--- config.mk ---
export PLATFORM = sky130hd
export DESIGN_NAME = cordic_post
export DESIGN_NICKNAME = d
export VERILOG_FILES = /design/src/rtl/cordic_pkg.sv /design/src/rtl/cordic_post_fifo.sv /design/src/rtl/cordic_post.sv
export SDC_FILE = /design/constraint.sdc
export NUM_CORES = 2
export LEC_CHECK = 0
export BUFFER_PORTS_ARGS = -buffer_cell sky130_fd_sc_hd__buf_2
export CORE_MARGIN = 4
export CORE_UTILIZATION = 45
export DETAILED_ROUTE_END_ITERATION = 8
export PLACE_DENSITY = 0.66
export SLEW_MARGIN = 20
export SYNTH_ARGS = -nofsm -noshare
export SYNTH_HDL_FRONTEND = slang
export SYNTH_HIERARCHICAL = 1
export SYNTH_SLANG_ARGS = --single-unit
--- constraint.sdc ---
create_clock -name clk -period 5.95 [get_ports clk]
set_input_delay 0 -clock clk [delete_from_list [all_inputs] [get_ports clk]]
set_output_delay 0 -clock clk [all_outputs]
set_load 0.1 [all_outputs]
--- src/rtl/cordic_pkg.sv ---
// cordic_pkg: shared Q16.8 widths, gain/quadrant constants and result types for the CORDIC pipeline.
// Latency: n/a (declarations and a combinational saturation helper only).
// Backpressure: n/a.
`timescale 1ns/1ps
package cordic_pkg;

   // Fixed-point formats: Q16.8 inside the pipeline, Q8.8 / integer degrees at the output
   localparam int W_IN   = 24;
   localparam int W_OUT  = 16;
   localparam int FRAC   = 8;
   // Internal width: headroom for 3*90 degrees added to a full-scale Q16.8 angle, plus negation
   localparam int W_ANG  = 26;
   localparam int W_SEL  = 4;

   // 1/K gain compensation, unsigned Q0.16 (0.60725)
   localparam int KINV      = 39797;
   // 90 degrees in Q16.8
   localparam int QUAD_STEP = 23040;

   // in_select bit choosing vectoring (1) or rotation (0)
   localparam int SEL_VEC = 3;

   // Quadrant folding applied by the entry stage
   localparam logic [1:0] QUAD_0   = 2'd0;
   localparam logic [1:0] QUAD_90  = 2'd1;
   localparam logic [1:0] QUAD_180 = 2'd2;
   localparam logic [1:0] QUAD_270 = 2'd3;

   // Saturation limits of a signed 16-bit result, held at internal width
   localparam logic signed [W_ANG-1:0] SAT_HI = W_ANG'(32767);
   localparam logic signed [W_ANG-1:0] SAT_LO = -W_ANG'(32768);

   // One finished result as it sits in the output FIFO (38 bits)
   typedef struct packed {
      logic [W_OUT-1:0] res0;
      logic [W_OUT-1:0] res1;
      logic [1:0]       ovf;
      logic [W_SEL-1:0] sel;
   } res_t;

   typedef struct packed {
      logic             ovf;
      logic [W_OUT-1:0] val;
   } sat_t;

   // Clamp an internal-width signed value into signed 16 bits, flagging when clamped
   function automatic sat_t sat16(input logic signed [W_ANG-1:0] v);
      sat_t r;
      r.ovf = 1'b0;
      r.val = v[W_OUT-1:0];
      if (v > SAT_HI) begin
         r.ovf = 1'b1;
         r.val = 16'h7FFF;
      end else if (v < SAT_LO) begin
         r.ovf = 1'b1;
         r.val = 16'h8000;
      end
      return r;
   endfunction

endpackage

--- src/rtl/cordic_post_fifo.sv ---
// cordic_post_fifo: synchronous FIFO with occupancy count, head presented combinationally.
// Latency: 1 cycle push-to-head when empty; pop takes effect on the clock edge.
// Backpressure: push while full is ignored (the upstream credit scheme never does it); pop when empty ignored.
`timescale 1ns/1ps
module cordic_post_fifo #(
   parameter int DEPTH = 4,
   parameter int W     = 38
) (
   input  logic                         clk,
   input  logic                         rst_n,
   input  logic                         push_vld_i,
   input  logic [W-1:0]                 push_dat_i,
   input  logic                         pop_rdy_i,
   output logic                         pop_vld_o,
   output logic [W-1:0]                 pop_dat_o,
   output logic [$clog2(DEPTH+1)-1:0]   level_o
);

   localparam int AW = (DEPTH > 1) ? $clog2(DEPTH) : 1;
   localparam int LW = $clog2(DEPTH+1);
   localparam logic [LW-1:0] DEPTH_C = LW'(DEPTH);

   logic [W-1:0]  mem_q [DEPTH];
   logic [AW-1:0] wr_ptr_q, wr_ptr_d;
   logic [AW-1:0] rd_ptr_q, rd_ptr_d;
   logic [LW-1:0] cnt_q, cnt_d;
   logic          do_push, do_pop;

   // Handshake qualification and next pointer/count values
   always_comb begin
      do_pop   = pop_rdy_i && (cnt_q != '0);
      do_push  = push_vld_i && ((cnt_q != DEPTH_C) || do_pop);
      wr_ptr_d = do_push ? wr_ptr_q + AW'(1) : wr_ptr_q;
      rd_ptr_d = do_pop  ? rd_ptr_q + AW'(1) : rd_ptr_q;
      case ({do_push, do_pop})
         2'b10:   cnt_d = cnt_q + LW'(1);
         2'b01:   cnt_d = cnt_q - LW'(1);
         default: cnt_d = cnt_q;
      endcase
   end

   // Storage and pointers; reset clears the array so the head reads zero while empty
   always_ff @(posedge clk or negedge rst_n) begin
      if (!rst_n) begin
         for (int i = 0; i < DEPTH; i++) mem_q[i] <= '0;
         wr_ptr_q <= '0;
         rd_ptr_q <= '0;
         cnt_q    <= '0;
      end else begin
         if (do_push) mem_q[wr_ptr_q] <= push_dat_i;
         wr_ptr_q <= wr_ptr_d;
         rd_ptr_q <= rd_ptr_d;
         cnt_q    <= cnt_d;
      end
   end

   assign pop_vld_o = (cnt_q != '0);
   assign pop_dat_o = mem_q[rd_ptr_q];
   assign level_o   = cnt_q;

endmodule

--- src/rtl/cordic_post.sv ---
// cordic_post: removes CORDIC gain, undoes entry quadrant folding, rounds/saturates to 16-bit results.
// Latency: out_valid rises 2 cycles after accept (S1 gain+unfold, S2 round+saturate, FIFO push).
// Backpressure: credit based; in_ready drops once FIFO plus in-flight stages would fill the FIFO, never drops data.
`timescale 1ns/1ps
module cordic_post #(
   parameter int FIFO_DEPTH = 4,
   parameter int KINV       = cordic_pkg::KINV,
   parameter int QUAD_STEP  = cordic_pkg::QUAD_STEP
) (
   input  logic                                clk,
   input  logic                                rst_n,
   input  logic                                in_valid,
   output logic                                in_ready,
   input  logic [cordic_pkg::W_IN-1:0]         in_x,
   input  logic [cordic_pkg::W_IN-1:0]         in_y,
   input  logic [cordic_pkg::W_IN-1:0]         in_z,
   input  logic [cordic_pkg::W_SEL-1:0]        in_select,
   input  logic [1:0]                          in_quad,
   output logic                                out_valid,
   input  logic                                out_ready,
   output logic [cordic_pkg::W_OUT-1:0]        out_res0,
   output logic [cordic_pkg::W_OUT-1:0]        out_res1,
   output logic [1:0]                          out_ovf,
   output logic [cordic_pkg::W_SEL-1:0]        out_select,
   output logic [$clog2(FIFO_DEPTH+1)-1:0]     level
);
   import cordic_pkg::*;

   localparam int LW     = $clog2(FIFO_DEPTH+1);
   localparam int W_PROD = W_IN + 17;   // signed 24-bit value times unsigned 16-bit gain

   localparam logic [LW:0]                DEPTH_C  = (LW+1)'(FIFO_DEPTH);
   localparam logic signed [W_PROD-1:0]   KINV_E   = W_PROD'(KINV);
   localparam logic signed [W_PROD-1:0]   GAIN_RND = W_PROD'(32768);
   localparam logic signed [W_ANG-1:0]    QS_90    = W_ANG'(QUAD_STEP);
   localparam logic signed [W_ANG-1:0]    QS_180   = W_ANG'(2*QUAD_STEP);
   localparam logic signed [W_ANG-1:0]    QS_270   = W_ANG'(3*QUAD_STEP);
   localparam logic signed [W_ANG-1:0]    ANG_RND  = W_ANG'(128);

   // ---------------- credit accounting ----------------
   logic          s1_vld_q, s2_vld_q;
   logic [LW-1:0] fifo_level;
   logic [LW:0]   used;
   logic          accept;

   // Every accepted result owns a FIFO slot from accept until it is popped
   always_comb begin
      used = {1'b0, fifo_level}
           + {{LW{1'b0}}, s1_vld_q}
           + {{LW{1'b0}}, s2_vld_q};
   end

   assign in_ready = (used < DEPTH_C);
   assign accept   = in_valid && in_ready;

   // ---------------- S1: gain removal and quadrant unfold ----------------
   logic signed [W_PROD-1:0] x_e, y_e;
   logic signed [W_ANG-1:0]  c, s, neg_c, neg_s, z_e, qoff;
   logic signed [W_ANG-1:0]  s1_a_d, s1_b_d, s1_a_q, s1_b_q;
   logic                     s1_vec_q;
   logic [W_SEL-1:0]         s1_sel_q;

   // Scale by 1/K with round-half-up, then place the result back into its original quadrant
   always_comb begin
      x_e   = {{(W_PROD-W_IN){in_x[W_IN-1]}}, in_x};
      y_e   = {{(W_PROD-W_IN){in_y[W_IN-1]}}, in_y};
      c     = W_ANG'((x_e * KINV_E + GAIN_RND) >>> 16);
      s     = W_ANG'((y_e * KINV_E + GAIN_RND) >>> 16);
      neg_c = -c;
      neg_s = -s;
      z_e   = {{(W_ANG-W_IN){in_z[W_IN-1]}}, in_z};
      case (in_quad)
         QUAD_90:  qoff = QS_90;
         QUAD_180: qoff = QS_180;
         QUAD_270: qoff = QS_270;
         default:  qoff = '0;
      endcase
      s1_a_d = c;
      s1_b_d = s;
      if (in_select[SEL_VEC]) begin
         // Vectoring: magnitude is quadrant-invariant, the angle gets the folded quadrant added back
         s1_a_d = c;
         s1_b_d = z_e + qoff;
      end else begin
         case (in_quad)
            QUAD_90:  begin s1_a_d = neg_s; s1_b_d = c;     end
            QUAD_180: begin s1_a_d = neg_c; s1_b_d = neg_s; end
            QUAD_270: begin s1_a_d = s;     s1_b_d = neg_c; end
            default:  begin s1_a_d = c;     s1_b_d = s;     end
         endcase
      end
   end

   // ---------------- S2: round and saturate ----------------
   logic signed [W_ANG-1:0] ang_int;
   sat_t                    sat_a, sat_b;
   res_t                    s2_res_d, s2_res_q;

   // Angle drops to integer degrees (round half up); every value then clamps to signed 16
   always_comb begin
      ang_int       = (s1_b_q + ANG_RND) >>> FRAC;
      sat_a         = sat16(s1_a_q);
      sat_b         = sat16(s1_vec_q ? ang_int : s1_b_q);
      s2_res_d.res0 = sat_a.val;
      s2_res_d.res1 = sat_b.val;
      s2_res_d.ovf  = {sat_b.ovf, sat_a.ovf};
      s2_res_d.sel  = s1_sel_q;
   end

   // Pipeline registers; stages never stall because credits reserve the FIFO slot up front
   always_ff @(posedge clk or negedge rst_n) begin
      if (!rst_n) begin
         s1_vld_q <= 1'b0;
         s1_a_q   <= '0;
         s1_b_q   <= '0;
         s1_vec_q <= 1'b0;
         s1_sel_q <= '0;
         s2_vld_q <= 1'b0;
         s2_res_q <= '0;
      end else begin
         s1_vld_q <= accept;
         if (accept) begin
            s1_a_q   <= s1_a_d;
            s1_b_q   <= s1_b_d;
            s1_vec_q <= in_select[SEL_VEC];
            s1_sel_q <= in_select;
         end
         s2_vld_q <= s1_vld_q;
         if (s1_vld_q) s2_res_q <= s2_res_d;
      end
   end

   // ---------------- output buffer ----------------
   res_t head;

   cordic_post_fifo #(
      .DEPTH (FIFO_DEPTH),
      .W     ($bits(res_t))
   ) u_fifo (
      .clk        (clk),
      .rst_n      (rst_n),
      .push_vld_i (s2_vld_q),
      .push_dat_i (s2_res_q),
      .pop_rdy_i  (out_ready),
      .pop_vld_o  (out_valid),
      .pop_dat_o  (head),
      .level_o    (fifo_level)
   );

   assign out_res0   = head.res0;
   assign out_res1   = head.res1;
   assign out_ovf    = head.ovf;
   assign out_select = head.sel;
   assign level      = fifo_level;

endmodule

==> impl_metrics.tcl <==
set metrics [dict create \
    place_congestion 0.9248 \
    wirelength_microns 88990 \
    fmax_ghz 0.1687 \
    floorplan.initialDensity_pct 45.74 \
    synthToLayoutAreaGrowth_pct 30.20 \
    relSlewSlack_pct 28.48 \
    viasPerCell 5.382 \
    antennaDiodeCount 0 \
    cp-end-kind "flop" \
    synth_ff_type "dfrtp_1" \
    grt_max_degree 167 \
    fillers 5830 \
    setup_slack_ns 0.02327 \
    num_vias 26430 \
    cts_tree "done" \
    required_ns 6.38 \
    r2r_slack_ns 2.60 \
    clock_latency_ns 0.54 \
    clk_pin_slew_worst_paths_ns 0.06 \
    wire_per_inst_microns 18.12 \
    finalHoldViolCount 0 \
    cts_root_buf "clkbuf_16" \
    finClkSkew_ns 0.02703 \
    setup_viol_count_final 0 \
    rr_worst_depth 11 \
    dieArea_sq_um 76150 \
    async_reset_ff_share_pct 100.0 \
    grt_pass1_vias 27540 \
    layout-drive-gt1-share_pct 34.53 \
    ios 125 \
    setup_tns_ns 0 \
    placed_area_sq_um 38450 \
    syn_inst 3304 \
    cp-start-kind "input port" \
    worst_slew_pin_slew_ns 1.073 \
    status "completed" \
    drtIter0Drc 1718 \
    hp-class "input port to flop" \
    hold_depth 6 \
    final_cell_area_sq_um 42060 \
    cts_made_buffers 26 \
    clock_sinks 255 \
    grt_antenna_before_repair 1 \
    rsz0062_at_grt "yes" \
    path_class "input port to flop" \
    yosysSeqAreaShare_pct 19.75 \
    rows 97 \
    core_sq_um 70640 \
    drc 0 \
    hold-path-endpoint "s1_b_q[20]$_DFFE_PN0P_" \
    ys_ff_latch 255 \
    netlist_area_sq_um 32310 \
    cts_buffer_depth 3 \
    ys.warnings.count 6 \
    synth_area_per_cell_sq_um 9.779 \
    worstHoldStart "in_z[18]" \
    dp_hpwl_microns 70440 \
    first_pass_iters 6 \
    place_ws_ns -0.7189 \
    synth_cell_types 101 \
    crit_arrival_ns 6.35 \
    synth-edff-count 0 \
    r2r-start "s1_b_q[10]$_DFFE_PN0P_" \
    crit_fanout 5 \
    fin_nets 4762 \
    port_buffers 124 \
    regToRegEndpoint "s2_res_q[10]$_DFFE_PN0P_" \
    max-cap-violations 0 \
    holdWs_ns 0.03257 \
    period_share_pct 99.61 \
    antenna_left 0 \
    grt_pass1_wl_microns 143300 \
    grt.total_usage_pct 23.09 \
    final_common_cell "inv_1" \
    final_max_slew_viol_count 0 \
    finalCriticalPeriod_ns 5.927 \
    synthesis.nets 4113 \
    htree_levels 1 \
    die_h_microns 276.0 \
    dieWidth_microns 276.0 \
    grt-ovfl-total 0 \
    final_cell_mix "inv_1, buf_4, fa_1" \
]
[kinds of logic after synthesis]
family,count (synthesis),share of synthesized area (%)
compound gates,592,12.39
fa+ha+maj,727,36.77
mux,225,9.147
xor+xnor,101,2.784
flops,255,19.75
simple gates,582,9.132
buf+inv,822,10.02
[worst max-delay path, stage by stage]
cell and delay (ns):
buf_4 0.15, ha_4 0.28, inv_1 0.05, fa_1 0.58, fa_2 0.45, fa_1 0.51
inv_2 0.04, fa_1 0.52, inv_2 0.05, fa_1 0.54, inv_2 0.05, ha_4 0.16
a21o_4 0.23, buf_4 0.14, a211oi_4 0.31, nor4_4 0.08, buf_4 0.15, or4_4 0.55
nand3_4 0.11, o2111ai_4 0.12, or3_4 0.41, o31a_1 0.37, a221o_1 0.32, a22o_1 0.19
[how the worst max path moves through the flow]
stage               cells after the start     start                     end
finish                                 24  in_y[10]  s1_a_q[25]$_DFFE_PN0P_
global route                           27  in_y[16]  s1_a_q[21]$_DFFE_PN0P_
CTS                                    24   in_y[9]  s1_a_q[25]$_DFFE_PN0P_
detailed placement                     25  in_x[10]  s1_a_q[14]$_DFFE_PN0P_
global placement                       27   in_y[6]  s1_a_q[25]$_DFFE_PN0P_
floorplan                              25  in_x[10]  s1_b_q[24]$_DFFE_PN0P_
[metrics by stage]
step / std cells / utilization [%]
6_report: 4911 / 59.55
5_1_grt: 4911 / 59.55
4_1_cts: 4874 / 57.06
3_5_place_dp: 4788 / 54.43
3_3_place_gp: 4788 / 54.43
2_1_floorplan: 3304 / -
[repair_timing]
action / 4_1_cts / 5_1_grt
endpoints found under the setup margin: 22 / 40
hold endpoints to repair: 107 / 0
pin swaps: 58 / 192
resized for setup: 98 / 289
hold buffers: 19 / 0
buffers inserted: 21 / 41
[layout make-up]
| type | count | area, sq um | area share, % |
|---|---|---|---|
| Timing Repair Buffer | 746 | 5670 | 13.48 |
| Inverter | 697 | 2619 | 6.226 |
| Clock buffer | 35 | 754.5 | 1.794 |
| Multi-Input combinational cell | 2227 | 25210 | 59.94 |
| Tap cell | 940 | 1176 | 2.796 |
| Sequential cell | 255 | 6385 | 15.18 |
| Clock inverter | 11 | 245.2 | 0.5830 |
[metal layers]
layer | vias to the layer above | wire [microns] | GRT usage (%)
met5 | - | 15 | 0
met4 | 2 | 2199 | 5.255
met2 | 736 | 43590 | 39.83
met1 | 13120 | 38890 | 31.77
li1 | 12410 | - | -
met3 | 158 | 4290 | 2.166
[flip-flops by register name, summed over array words and instances, names as in the netlist]
name	flops
s1_vld_q	1
s2_vld_q	1
s1_vec_q	1
s2_res_q	38
u_fifo/level_o	3
s1_a_q	26
u_fifo/wr_ptr_q	2
u_fifo/rd_ptr_q	2
s1_b_q	26
s1_sel_q	3
u_fifo/mem_q	152
[Yosys cell counts (45+ instances only)]
master,number,area share [%]
a21oi_1,134,2.1
nor2_1,134,1.6
clkbuf_1,82,0.95
xnor2_1,60,1.6
dfrtp_1,255,20
ha_1,356,14
fa_1,371,23
mux2_2,168,5.9
nand2_1,184,2.1
nand3_1,45,0.70
inv_1,695,8.1
o21ai_0,108,1.7
Power is left out: the tool's default activity adds up to more than one toggle a clock period on the data nets, which glitch-free logic cannot reach.
